File: config.mk
export PLATFORM = sky130hd
export DESIGN_NAME = apb_master_arbiter
export DESIGN_NICKNAME = d
export VERILOG_FILES = /design/src/rtl/apb_master_arbiter.sv
export SDC_FILE = /design/constraint.sdc
export NUM_CORES = 1
export LEC_CHECK = 0
export CAP_MARGIN = 30
export CORE_MARGIN = 2
export CORE_UTILIZATION = 37
export DETAILED_ROUTE_END_ITERATION = 6
export GPL_ROUTABILITY_DRIVEN = 1
export GPL_TIMING_DRIVEN = 0
export HOLD_SLACK_MARGIN = 0.03
export PLACE_DENSITY = 0.83
export SYNTH_ARGS = -nofsm -noshare
export SYNTH_HDL_FRONTEND = slang
export SYNTH_SLANG_ARGS = --single-unit
File: constraint.sdc
create_clock -name i_Pclk -period 1.4 [get_ports i_Pclk]
set_clock_uncertainty 0.1 [all_clocks]
set_input_delay 0.21 -clock i_Pclk [delete_from_list [all_inputs] [get_ports i_Pclk]]
set_output_delay 0.21 -clock i_Pclk [all_outputs]
set_load 0.1 [all_outputs]
File: src/rtl/apb_master_arbiter.sv
// rtl/apb_master_arbiter.sv - two-requester round-robin APB master with wait-state timeout
module apb_master_arbiter #(
   parameter int ADDR_W  = 8,
   parameter int DATA_W  = 8,
   parameter int TIMEOUT = 16
) (
   input  logic              i_Pclk,
   input  logic              i_Presetn,
   input  logic              i_Req0,
   input  logic              i_Req1,
   input  logic              i_Write0,
   input  logic              i_Write1,
   input  logic [ADDR_W-1:0] i_Addr0,
   input  logic [ADDR_W-1:0] i_Addr1,
   input  logic [DATA_W-1:0] i_Wdata0,
   input  logic [DATA_W-1:0] i_Wdata1,
   output logic              o_Done0,
   output logic              o_Done1,
   output logic              o_Err,
   output logic [DATA_W-1:0] o_Rdata,
   output logic              o_Psel,
   output logic              o_Penable,
   output logic              o_Pwrite,
   output logic [ADDR_W-1:0] o_Paddr,
   output logic [DATA_W-1:0] o_Pwdata,
   input  logic              i_Pready,
   input  logic [DATA_W-1:0] i_Prdata,
   input  logic              i_Pslverr
);

   localparam int CW = (TIMEOUT > 2) ? $clog2(TIMEOUT) : 1;

   typedef enum logic [1:0] {IDLE = 2'd0, SETUP = 2'd1, ACCESS = 2'd2} state_t;

   state_t          state;
   logic            ptr;
   logic            gnt;
   logic [CW-1:0]   cnt;
   logic            win;

   // Pointer only breaks ties; a lone requester always wins.
   assign win = (i_Req0 && i_Req1) ? ptr : i_Req1;

   always_ff @(posedge i_Pclk or negedge i_Presetn) begin
      if (!i_Presetn) begin
         state     <= IDLE;
         ptr       <= 1'b0;
         gnt       <= 1'b0;
         cnt       <= '0;
         o_Done0   <= 1'b0;
         o_Done1   <= 1'b0;
         o_Err     <= 1'b0;
         o_Rdata   <= '0;
         o_Psel    <= 1'b0;
         o_Penable <= 1'b0;
         o_Pwrite  <= 1'b0;
         o_Paddr   <= '0;
         o_Pwdata  <= '0;
      end else begin
         o_Done0 <= 1'b0;
         o_Done1 <= 1'b0;
         o_Err   <= 1'b0;
         case (state)
            IDLE: begin
               if (i_Req0 || i_Req1) begin
                  gnt      <= win;
                  o_Pwrite <= win ? i_Write1 : i_Write0;
                  o_Paddr  <= win ? i_Addr1  : i_Addr0;
                  o_Pwdata <= win ? i_Wdata1 : i_Wdata0;
                  o_Psel   <= 1'b1;
                  cnt      <= '0;
                  state    <= SETUP;
               end
            end
            SETUP: begin
               o_Penable <= 1'b1;
               state     <= ACCESS;
            end
            ACCESS: begin
               // Completion and timeout abort share the same teardown path.
               if (i_Pready || (cnt == CW'(TIMEOUT - 1))) begin
                  o_Psel    <= 1'b0;
                  o_Penable <= 1'b0;
                  o_Done0   <= ~gnt;
                  o_Done1   <= gnt;
                  o_Err     <= i_Pready ? i_Pslverr : 1'b1;
                  if (i_Pready && !o_Pwrite)
                     o_Rdata <= i_Prdata;
                  ptr       <= ~gnt;
                  state     <= IDLE;
               end else begin
                  cnt <= cnt + CW'(1);
               end
            end
            default: state <= IDLE;
         endcase
      end
   end

endmodule

==> impl_summary.txt, run 1 <==
----------------------------------------------------
[Run status]
  Run status ... finished with violations
  Failing checks ... negative setup slack

[Logic synthesis]
  Flip-flop cell with the highest count after synthesis ... dfrtp_1
  Register area share after synthesis ... 0.550
  Avg Inst Size Synth ... 10.2 um2
  Post-synth top cells ... 38 x dfrtp_1, 24 x o21ai_0, 21 x nand3_1
  Synthesized flop and latch total ... 38
  Top cell type's share of synthesized area ... 0.550
  Count of flip-flops with a built-in enable after synthesis ... 0
  Warnings from Yosys ... 0
  Area leader, netlist ... dfrtp_1
  Mapped cell area ... 1730 um2
  Number of distinct library cells after synthesis ... 25
  Async set or reset register ratio after synthesis ... 1.00
  Most frequently used cell type in the post-synthesis netlist ... dfrtp_1
  Synthesized instance count ... 170
  Post-Synthesis Net Count ... 219
  Cell types with the largest area share after synthesis ... dfrtp_1 55%, o21ai_0 7.0%, a31oi_1 6.5%

[Clocking]
  CTS root buf ... clkbuf_8
  Clock slew at the register clock pins of the worst setup and hold paths ... 0.07 ns
  Number of sinks driven by the clock tree ... 38
  Number of levels in the clock H-tree ... 2
  TritonCTS clock tree ... built
  Clock buffers created by TritonCTS ... 5
  Clock Latency Late Sink ... 0.29 ns
  Largest buffer count on any clock path ... 2

[Flow run]
  Max-Cap Viols ... 0

[Timing]
  Fin worst setup slack ... -0.114 ns
  Max Clock Freq ... 0.661 GHz
  Portion of the clock cycle consumed by the worst path in the final layout ... 1.08
  Worst-Margin Slew ... 0.525 ns
  Worst relative slew slack ... 0.645
  Setup repair after global routing missed its margin ... yes
  Max-slew violation total from the final report ... 0
  Final worst path period need ... 1.51 ns
  Count of endpoints failing setup in the final report ... 10
  Hold Violations, Final ... 0

[Worst hold path]
  Path class of the lowest-slack min-delay path ... primary input to flip-flop

[Global route]
  Overflow left after global routing ... 0
  Global-route usage over all layers ... 0.201
  Number of global-route vias before repair ... 1784
  Global-route wire length before repair ... 8170 um
  Largest net degree at the start of global routing ... 39
  Number of antenna violations at the first check in global routing ... 0

[Floorplanning]
  Initial Util ... 0.391
  Chip height ... 72.3 um
  I/O pin count ... 78
  Full die area ... 5230 um2
  # rows ... 24
  Core Box Area ... 4410 um2
  Die extent in x ... 72.3 um

[Placed design]
  GP Congestion ... 0.849
  Buffers added on ports ... 77
  Area after DPL ... 2560 um2
  Worst slack at placement ... -0.695 ns
  Sum of net half-perimeters after detailed placement ... 3400 um

[Route]
  Antenna violation net count after detailed routing ... 0
  Remaining design rule violation count ... 0
  WL per Instance ... 16.5 um
  Total wire length ... 5320 um
  Number of iterations in the first detailed-routing pass ... 4
  Vias ... 1762
  Detailed router's first-iteration violation count ... 121
  Detail-routed via count per cell ... 5.47

[Worst setup path]
  Critical path, cell by cell ... buf_4, nor4b_1, nand2b_1, o211ai_1
  Worst path required time ... 1.51 ns
  Worst setup path category ... flip-flop to flip-flop
  Capturing element type of the critical path ... flip-flop
  Launching element type of the critical path ... flip-flop
  Maximum fanout count along the critical path ... 4
  Max stage delay cell, worst path ... nor4b_1
  Slowest Stage Delay on Critical Path ... 0.51 ns
  Data arrival, critical path ... 1.62 ns

[Finish]
  Number of filler instances in the final layout ... 338
  Area Growth Syn to Fin ... 64.9%
  Share of post-route cells with drive strength above 1 ... 0.337
  Final net count ... 318
  Number of diodes added for antenna fixing ... 0
  Post-Layout Inst Area ... 2850 um2

----------------------------------------------------
## critical path, delay by kind of cell, from the launching register on
| kind | cells | cell delay, ns |
|---|---|---|
| AO/OA/AOI/OAI | 1 | 0.11 |
| buffers and inverters | 1 | 0.16 |
| flip-flops | 1 | 0.43 |
| AND/OR/NAND/NOR | 2 | 0.64 |
## state kept, by name (all words and copies together), names as in the netlist
signal / cells
o_Psel: 1
o_Penable: 1
state: 2
o_Paddr: 8
o_Err: 1
o_Pwrite: 1
o_Done1: 1
cnt: 4
gnt: 1
o_Done0: 1
ptr: 1
o_Pwdata: 8
o_Rdata: 8
## cell type report
class                           count  area [um2]  area share
Clock inverter                      1        5.00     0.00176
Buffer                              9        82.6      0.0290
Tap cell                           52        65.1      0.0228
Sequential cell                    38         957       0.336
Inverter                            5        18.8     0.00659
Multi-Input combinational cell    116         813       0.285
Clock buffer                        7        86.3      0.0303
Timing Repair Buffer               94         821       0.288
## layer usage
layer | part of all wire | GRT usage | routed length [um] | vias to the layer above
met3 | 0.077 | 0.0486 | 409 | 9
met5 | 0 | 0 | 0 | -
met4 | 0.021 | 0.0860 | 111 | 0
met1 | 0.40 | 0.248 | 2110 | 844
li1 | - | - | - | 828
met2 | 0.51 | 0.335 | 2690 | 81
## through the flow
stage	utilization	setup TNS [ns]	hold WS (ns)	std cells
after floorplan	-	-1.51	-0.186	170
after global placement	0.582	-56.48	0.343	299
after detailed placement	0.581	-25.42	0.254	299
after CTS	0.605	-1.31	0.347	314
after global routing	0.645	-1.59	0.226	322
final	0.645	-0.931	0.202	322
## path summary, 6_finish.rpt
kind	to	startpoint	cells past startpoint	slack (ns)
min in group asynchronous	o_Paddr[0]$_DFFE_PN0P_	i_Presetn	2	0.36
max	cnt[3]$_DFFE_PN0P_	state[0]$_DFFE_PN0P_	4	-0.11
max in group asynchronous	o_Pwrite$_DFFE_PN0P_	i_Presetn	2	0.45
max reg2reg	cnt[3]$_DFFE_PN0P_	state[0]$_DFFE_PN0P_	4	-0.11
min	o_Err$_DFF_PN0_	i_Pready	2	0.20
min reg2reg	o_Done0$_DFF_PN0_	gnt$_DFFE_PN0P_	1	0.34
## timing repair
action                                  CTS  global route
endpoints found under the setup margin   59            56
setup buffers                             7             7
hold endpoints to repair                 38             0
hold buffers                              1             0
pin swaps                                 1             6
resized for setup                       184            43
cloned                                    1             1
## placed cells by master, fill, tap and decap left out, types with 4 or more instances in the layout
master and instances:
clkdlybuf4s50_1 43, dfrtp_1 35, o21ai_0 24, clkbuf_4 24, nand3_1 21, a21oi_1 18, buf_4 18, a31oi_1 16
mux2_4 8, clkbuf_8 7, buf_2 7, buf_6 5, inv_1 4
## cell families (layout without fill, tap and decap cells)
kind of cell | count (synthesis) | count (layout) | synth area share
AO/OA/AOI/OAI | 66 | 66 | 0.213
flip-flops | 38 | 38 | 0.550
buffers and inverters | 16 | 116 | 0.0384
AND/OR/NAND/NOR | 39 | 39 | 0.127
multiplexers | 10 | 10 | 0.0637
adder cells (fa/ha/maj) | 1 | 1 | 0.00724
Power of run 1 is left out: the tool's default activity adds up to more than one toggle a clock period on the data nets, which glitch-free logic cannot reach.
==> run 2, diff against run 1 <==
--- a/config.mk
+++ b/config.mk
@@ -6,6 +6,7 @@
 export NUM_CORES = 1
 export LEC_CHECK = 0
 export CAP_MARGIN = 30
+export CORE_ASPECT_RATIO = 1.75
 export CORE_MARGIN = 2
 export CORE_UTILIZATION = 37
 export DETAILED_ROUTE_END_ITERATION = 6
==> impl_summary.txt, run 2 (synthesis gave the netlist of run 1 again) <==
----------------------------------------------------
[Timing]
  Max Clock Freq ... 0.666 GHz
  Setup repair after global routing missed its margin ... yes
  Count of endpoints failing setup in the final report ... 26
  Max-slew violation total from the final report ... 0
  Final worst path period need ... 1.50 ns
  Worst relative slew slack ... 0.653
  Min Hold Slack ... 0.353 ns
  Hold Violations, Final ... 0
  Fin worst setup slack ... -0.101 ns
  Setup TNS Final ... -1.34 ns
  Portion of the clock cycle consumed by the worst path in the final layout ... 1.07
  Worst-Margin Slew ... 0.521 ns

[Finish]
  Footprint of the multi-input gates ... 803 um2
  Highest-count cells in the layout ignoring fill and taps ... 46 x clkdlybuf4s50_1, 35 x dfrtp_1, 28 x clkbuf_4
  Final cell count without fillers ... 315
  Most common library cell in the layout ignoring fill and taps ... clkdlybuf4s50_1
  Number of filler instances in the final layout ... 360
  Regs by FF count ... o_Paddr (8), o_Pwdata (8), o_Rdata (8)
  Area Growth Syn to Fin ... 64.2%
  Number of diodes added for antenna fixing ... 0
  Share of post-route cells with drive strength above 1 ... 0.322
  Post-layout util ... 0.639
  Area taken by flip-flops and latches ... 957 um2
  Final net count ... 312

[Run status]
  Failing checks ... negative setup slack
  Run status ... finished with violations

[Flow run]
  Max-Cap Viols ... 0

[Clocking]
  Number of sinks driven by the clock tree ... 38
  Number of levels in the clock H-tree ... 2
  CTS root buf ... clkbuf_8
  Clock Latency Late Sink ... 0.29 ns
  Clock slew at the register clock pins of the worst setup and hold paths ... 0.08 ns
  TritonCTS clock tree ... built
  Largest buffer count on any clock path ... 2
  Clock buffers created by TritonCTS ... 5

[Worst setup path]
  Data arrival, critical path ... 1.58 ns
  Worst path required time ... 1.47 ns
  Maximum fanout count along the critical path ... 8
  Capturing element type of the critical path ... flip-flop
  Worst setup path category ... flip-flop to flip-flop
  Launching element type of the critical path ... flip-flop

[Placed design]
  Sum of net half-perimeters after detailed placement ... 3380 um
  Number of placed cells counting well taps ... 298
  GP Congestion ... 0.857
  Buffers added on ports ... 77

[Route]
  Antenna violation net count after detailed routing ... 0
  WL per Instance ... 15.9 um
  Detailed router's first-iteration violation count ... 81
  Detail-routed via count per cell ... 5.47
  Total wire length ... 5000 um
  Vias ... 1722
  Number of iterations in the first detailed-routing pass ... 4
  Remaining design rule violation count ... 0

[Global route]
  Largest net degree at the start of global routing ... 39
  Number of global-route vias before repair ... 1783
  Global-route usage over all layers ... 0.203
  Number of antenna violations at the first check in global routing ... 0
  Overflow left after global routing ... 0
  Global-route wire length before repair ... 8400 um

[Floorplanning]
  I/O pin count ... 78
  Chip height ... 94.4 um
  Full die area ... 5250 um2
  Initial Util ... 0.389
  Die extent in x ... 55.7 um
  Core Box Area ... 4440 um2
  # rows ... 32

[Worst hold path]
  Path class of the lowest-slack min-delay path ... primary input to async pin

----------------------------------------------------
-- run 2: changes by cell type in the layout (fill, tap and decap cells not counted), moves of 2 or more --
cell	before	now
buf_6	5	2
clkbuf_4	24	28
buf_4	18	10
bufinv_16	0	2
clkdlybuf4s50_1	43	46
dlymetal6s2s_1	3	0
-- run 2: timing repair --
action | in CTS | in global routing
pin swaps | 1 | 1
gates resized for setup | 180 | 35
hold endpoints to repair | 38 | 0
cloned | 1 | 0
endpoints found under the setup margin | 60 | 68
hold buffers | 1 | 0
buffers inserted | 7 | 3
-- run 2: metrics by stage --
step / worst slack [ns] / cell area, um2
floorplan: -0.188 / 1730
CTS: -0.106 / 2720
finish: -0.101 / 2840
global placement: -1.17 / 2570
detailed placement: -0.660 / 2560
global route: -0.125 / 2840
-- run 2: path summary, 6_finish.rpt --
check / from / end / slack, ns / cells after the start
max in group asynchronous: i_Presetn / o_Pwrite$_DFFE_PN0P_ / 0.43 / 2
max: state[0]$_DFFE_PN0P_ / o_Rdata[5]$_DFFE_PN0P_ / -0.10 / 4
min reg2reg: gnt$_DFFE_PN0P_ / o_Done0$_DFF_PN0_ / 0.36 / 1
min: i_Presetn / o_Pwdata[4]$_DFFE_PN0P_ / 0.35 / 2
max reg2reg: state[0]$_DFFE_PN0P_ / o_Rdata[5]$_DFFE_PN0P_ / -0.10 / 4
min in group i_Pclk: gnt$_DFFE_PN0P_ / o_Done0$_DFF_PN0_ / 0.36 / 1
-- run 2: layout make-up --
type / instances / share of cell area
clock buffers: 6 / 0.0291
clock inverters: 2 / 0.0212
flip-flops and latches: 38 / 0.337
repair buffers: 89 / 0.278
plain buffers: 8 / 0.0220
inverters: 5 / 0.00661
well taps: 51 / 0.0225
multi-input cells: 116 / 0.283
-- run 2: worst max-delay path, stage by stage, from the launching register on --
cell      delay (ns)
dfrtp_2         0.44
nand2b_4        0.16
nor3b_4         0.21
buf_12          0.17
mux2_4          0.30
-- run 2: metal layers --
metal / global-route usage / vias up / routed length [um]
li1: - / 812 / -
met1: 0.228 / 819 / 1790
met2: 0.372 / 81 / 2820
met3: 0.0411 / 10 / 294
met4: 0.0813 / 0 / 91
met5: 0 / - / 0
Power of run 2 is left out for the same reason.
==> run 3, diff against run 2 <==
--- a/config.mk
+++ b/config.mk
@@ -5,15 +5,16 @@
 export SDC_FILE = /design/constraint.sdc
 export NUM_CORES = 1
 export LEC_CHECK = 0
+export ABC_AREA = 1
 export CAP_MARGIN = 30
 export CORE_ASPECT_RATIO = 1.75
-export CORE_MARGIN = 2
-export CORE_UTILIZATION = 37
+export CORE_MARGIN = 5
+export CORE_UTILIZATION = 38
 export DETAILED_ROUTE_END_ITERATION = 6
 export GPL_ROUTABILITY_DRIVEN = 1
 export GPL_TIMING_DRIVEN = 0
 export HOLD_SLACK_MARGIN = 0.03
-export PLACE_DENSITY = 0.83
+export PLACE_DENSITY = 0.84
 export SYNTH_ARGS = -nofsm -noshare
 export SYNTH_HDL_FRONTEND = slang
 export SYNTH_SLANG_ARGS = --single-unit
==> impl_summary.txt, run 3 <==
----------------------------------------------------
[Run status]
  Run status ... finished, final reports clean

[Worst setup path]
  Slowest Stage Delay on Critical Path ... 0.42 ns
  Worst path required time ... 1.09 ns
  Capturing element type of the critical path ... output pin
  Critical path buffers and inverters ... 1
  Maximum fanout count along the critical path ... 2
  Launching element type of the critical path ... flip-flop
  Max stage delay cell, worst path ... buf_2
  Source of the worst register-to-register timing path ... o_Pwrite$_DFFE_PN0P_
  Data arrival, critical path ... 1.05 ns
  Source of the critical timing path ... o_Paddr[7]$_DFFE_PN0P_
  Setup slack of the worst register-to-register path ... 0.09 ns
  Worst setup path category ... flip-flop to output pin
  Critical path, cell by cell ... buf_2
  Top cell family by delay on the critical path ... buffers and inverters

[Floorplanning]
  Initial Util ... 0.387
  Core Box Area ... 4620 um2
  I/O pin count ... 78
  Chip height ... 101 um
  Full die area ... 6240 um2
  # rows ... 33
  Die extent in x ... 61.9 um

[Worst hold path]
  Path class of the lowest-slack min-delay path ... primary input to flip-flop
  Origin of the worst min-delay path ... i_Req1

[Route]
  Antenna violation net count after detailed routing ... 0
  Number of iterations in the first detailed-routing pass ... 4
  WL per Instance ... 12.5 um
  Vias ... 1739
  Detail-routed via count per cell ... 4.74
  Total wire length ... 4580 um
  Remaining design rule violation count ... 0
  Detailed router's first-iteration violation count ... 31

[Placed design]
  Buffers added on ports ... 76
  Area after DPL ... 2620 um2
  Sum of net half-perimeters after detailed placement ... 3480 um
  GP Congestion ... 0.700
  Worst slack at placement ... -0.447 ns

[Clocking]
  Clock Latency Late Sink ... 0.29 ns
  TritonCTS clock tree ... built
  Number of levels in the clock H-tree ... 2
  Clock buffers created by TritonCTS ... 5
  Clock slew at the register clock pins of the worst setup and hold paths ... 0.08 ns
  CTS root buf ... clkbuf_8
  Largest buffer count on any clock path ... 2
  Number of sinks driven by the clock tree ... 38

[Logic synthesis]
  Area leader, netlist ... dfrtp_1
  Synthesized flop and latch total ... 38
  Synthesized instance count ... 228
  Async set or reset register ratio after synthesis ... 1.00
  Count of flip-flops with a built-in enable after synthesis ... 0
  Flip-flop cell with the highest count after synthesis ... dfrtp_1
  Register area share after synthesis ... 0.531
  Most frequently used cell type in the post-synthesis netlist ... nand2_1
  Number of distinct library cells after synthesis ... 16
  Post-synth top cells ... 121 x nand2_1, 38 x dfrtp_1, 32 x nand3_1
  Avg Inst Size Synth ... 7.86 um2
  Cell types with the largest area share after synthesis ... dfrtp_1 53%, nand2_1 25%, nand3_1 8.9%
  Mapped cell area ... 1790 um2
  Warnings from Yosys ... 0
  Post-Synthesis Net Count ... 277
  Top cell type's share of synthesized area ... 0.531

[Global route]
  Global-route wire length before repair ... 7510 um
  Global-route usage over all layers ... 0.160
  Largest net degree at the start of global routing ... 39
  Number of global-route vias before repair ... 1685
  Number of antenna violations at the first check in global routing ... 0
  Overflow left after global routing ... 0

[Finish]
  Share of post-route cells with drive strength above 1 ... 0.197
  Area Growth Syn to Fin ... 51.7%
  Number of filler instances in the final layout ... 449
  Number of diodes added for antenna fixing ... 0
  Final net count ... 363
  Highest-count cells in the layout ignoring fill and taps ... 119 x nand2_1, 45 x clkdlybuf4s50_1, 37 x dfrtp_1
  Regs by FF count ... o_Paddr (8), o_Pwdata (8), o_Rdata (8)
  Post-Layout Inst Area ... 2720 um2
  Most common library cell in the layout ignoring fill and taps ... nand2_1

[Timing]
  Fin worst setup slack ... 0.0394 ns
  Hold Violations, Final ... 0
  Max Clock Freq ... 0.735 GHz
  Count of endpoints failing setup in the final report ... 0
  Portion of the clock cycle consumed by the worst path in the final layout ... 0.972
  Worst-Margin Slew ... 0.518 ns
  Worst relative slew slack ... 0.655
  Final worst path period need ... 1.36 ns
  Max-slew violation total from the final report ... 0
  Setup TNS Final ... 0 ns
  Setup repair after global routing missed its margin ... yes

[Flow run]
  Max-Cap Viols ... 0

----------------------------------------------------
[run 3: changes by cell type after synthesis, moves of 3 or more]
cell      delta
inv_1        +3
buf_6        +4
a31oi_1     -18
mux2_2       -8
clkbuf_1     -6
nand3_1     +11
o21ai_0     -21
nor2_1       +5
nand2_1    +118
buf_2        -3
a21oi_1     -18
[run 3: cells by family (layout without fill, tap and decap cells)]
logic type | Yosys count | count (layout) | synth area share
compound gates | 4 | 4 | 0.0175
xor+xnor | 1 | 1 | 0.00489
simple gates | 167 | 167 | 0.381
buf+inv | 17 | 104 | 0.0594
flops | 38 | 38 | 0.531
fa+ha+maj | 1 | 1 | 0.00698
[run 3: per-stage QoR]
stage / hold WS (ns) / utilization / std cells
2_1_floorplan: -0.186 / - / 228
3_3_place_gp: 0.353 / 0.567 / 356
3_5_place_dp: 0.279 / 0.566 / 356
4_1_cts: 0.183 / 0.573 / 365
5_1_grt: 0.204 / 0.588 / 367
6_report: 0.189 / 0.588 / 367
[run 3: worst reg2reg max path, cell delays in order (launching register included)]
cell,delay [ns]
dfrtp_2,0.44
nor2_4,0.23
nand2_1,0.23
nand2_1,0.13
nand2_1,0.06
[run 3: final cells by class]
class,instances,area [um2],area share
tap,52,65.1,0.0239
inverter,9,36.3,0.0133
timing repair buffer,79,688,0.253
buffer,8,70.1,0.0258
clock inverter,2,60.1,0.0221
sequential,38,952,0.350
multi-input combinational,173,764,0.281
clock buffer,6,82.6,0.0304
[run 3: path summary, 6_finish.rpt]
kind | endpoint | cells past startpoint
setup / recovery | o_Paddr[7] | 1
hold / removal | o_Pwrite$_DFFE_PN0P_ | 5
setup reg to reg | o_Rdata[6]$_DFFE_PN0P_ | 4
hold reg to reg | o_Rdata[1]$_DFFE_PN0P_ | 2
max in group asynchronous | o_Pwrite$_DFFE_PN0P_ | 2
min in group asynchronous | o_Paddr[7]$_DFFE_PN0P_ | 2
[run 3: what timing repair did]
action / in CTS / in global routing
pin swaps: 0 / 1
hold endpoints to repair: 38 / 0
hold buffers: 1 / 0
setup endpoints to repair: 34 / 40
buffers inserted: 0 / 2
resized for setup: 160 / 20
[run 3: routing by layer]
| layer | vias up | routed length, um | global-route usage |
|---|---|---|---|
| li1 | 884 | - | - |
| met1 | 799 | 1730 | 0.179 |
| met2 | 50 | 2440 | 0.280 |
| met3 | 6 | 335 | 0.0397 |
| met4 | 0 | 80 | 0.0588 |
| met5 | - | 0 | 0 |
Power of run 3 is left out for the same reason.
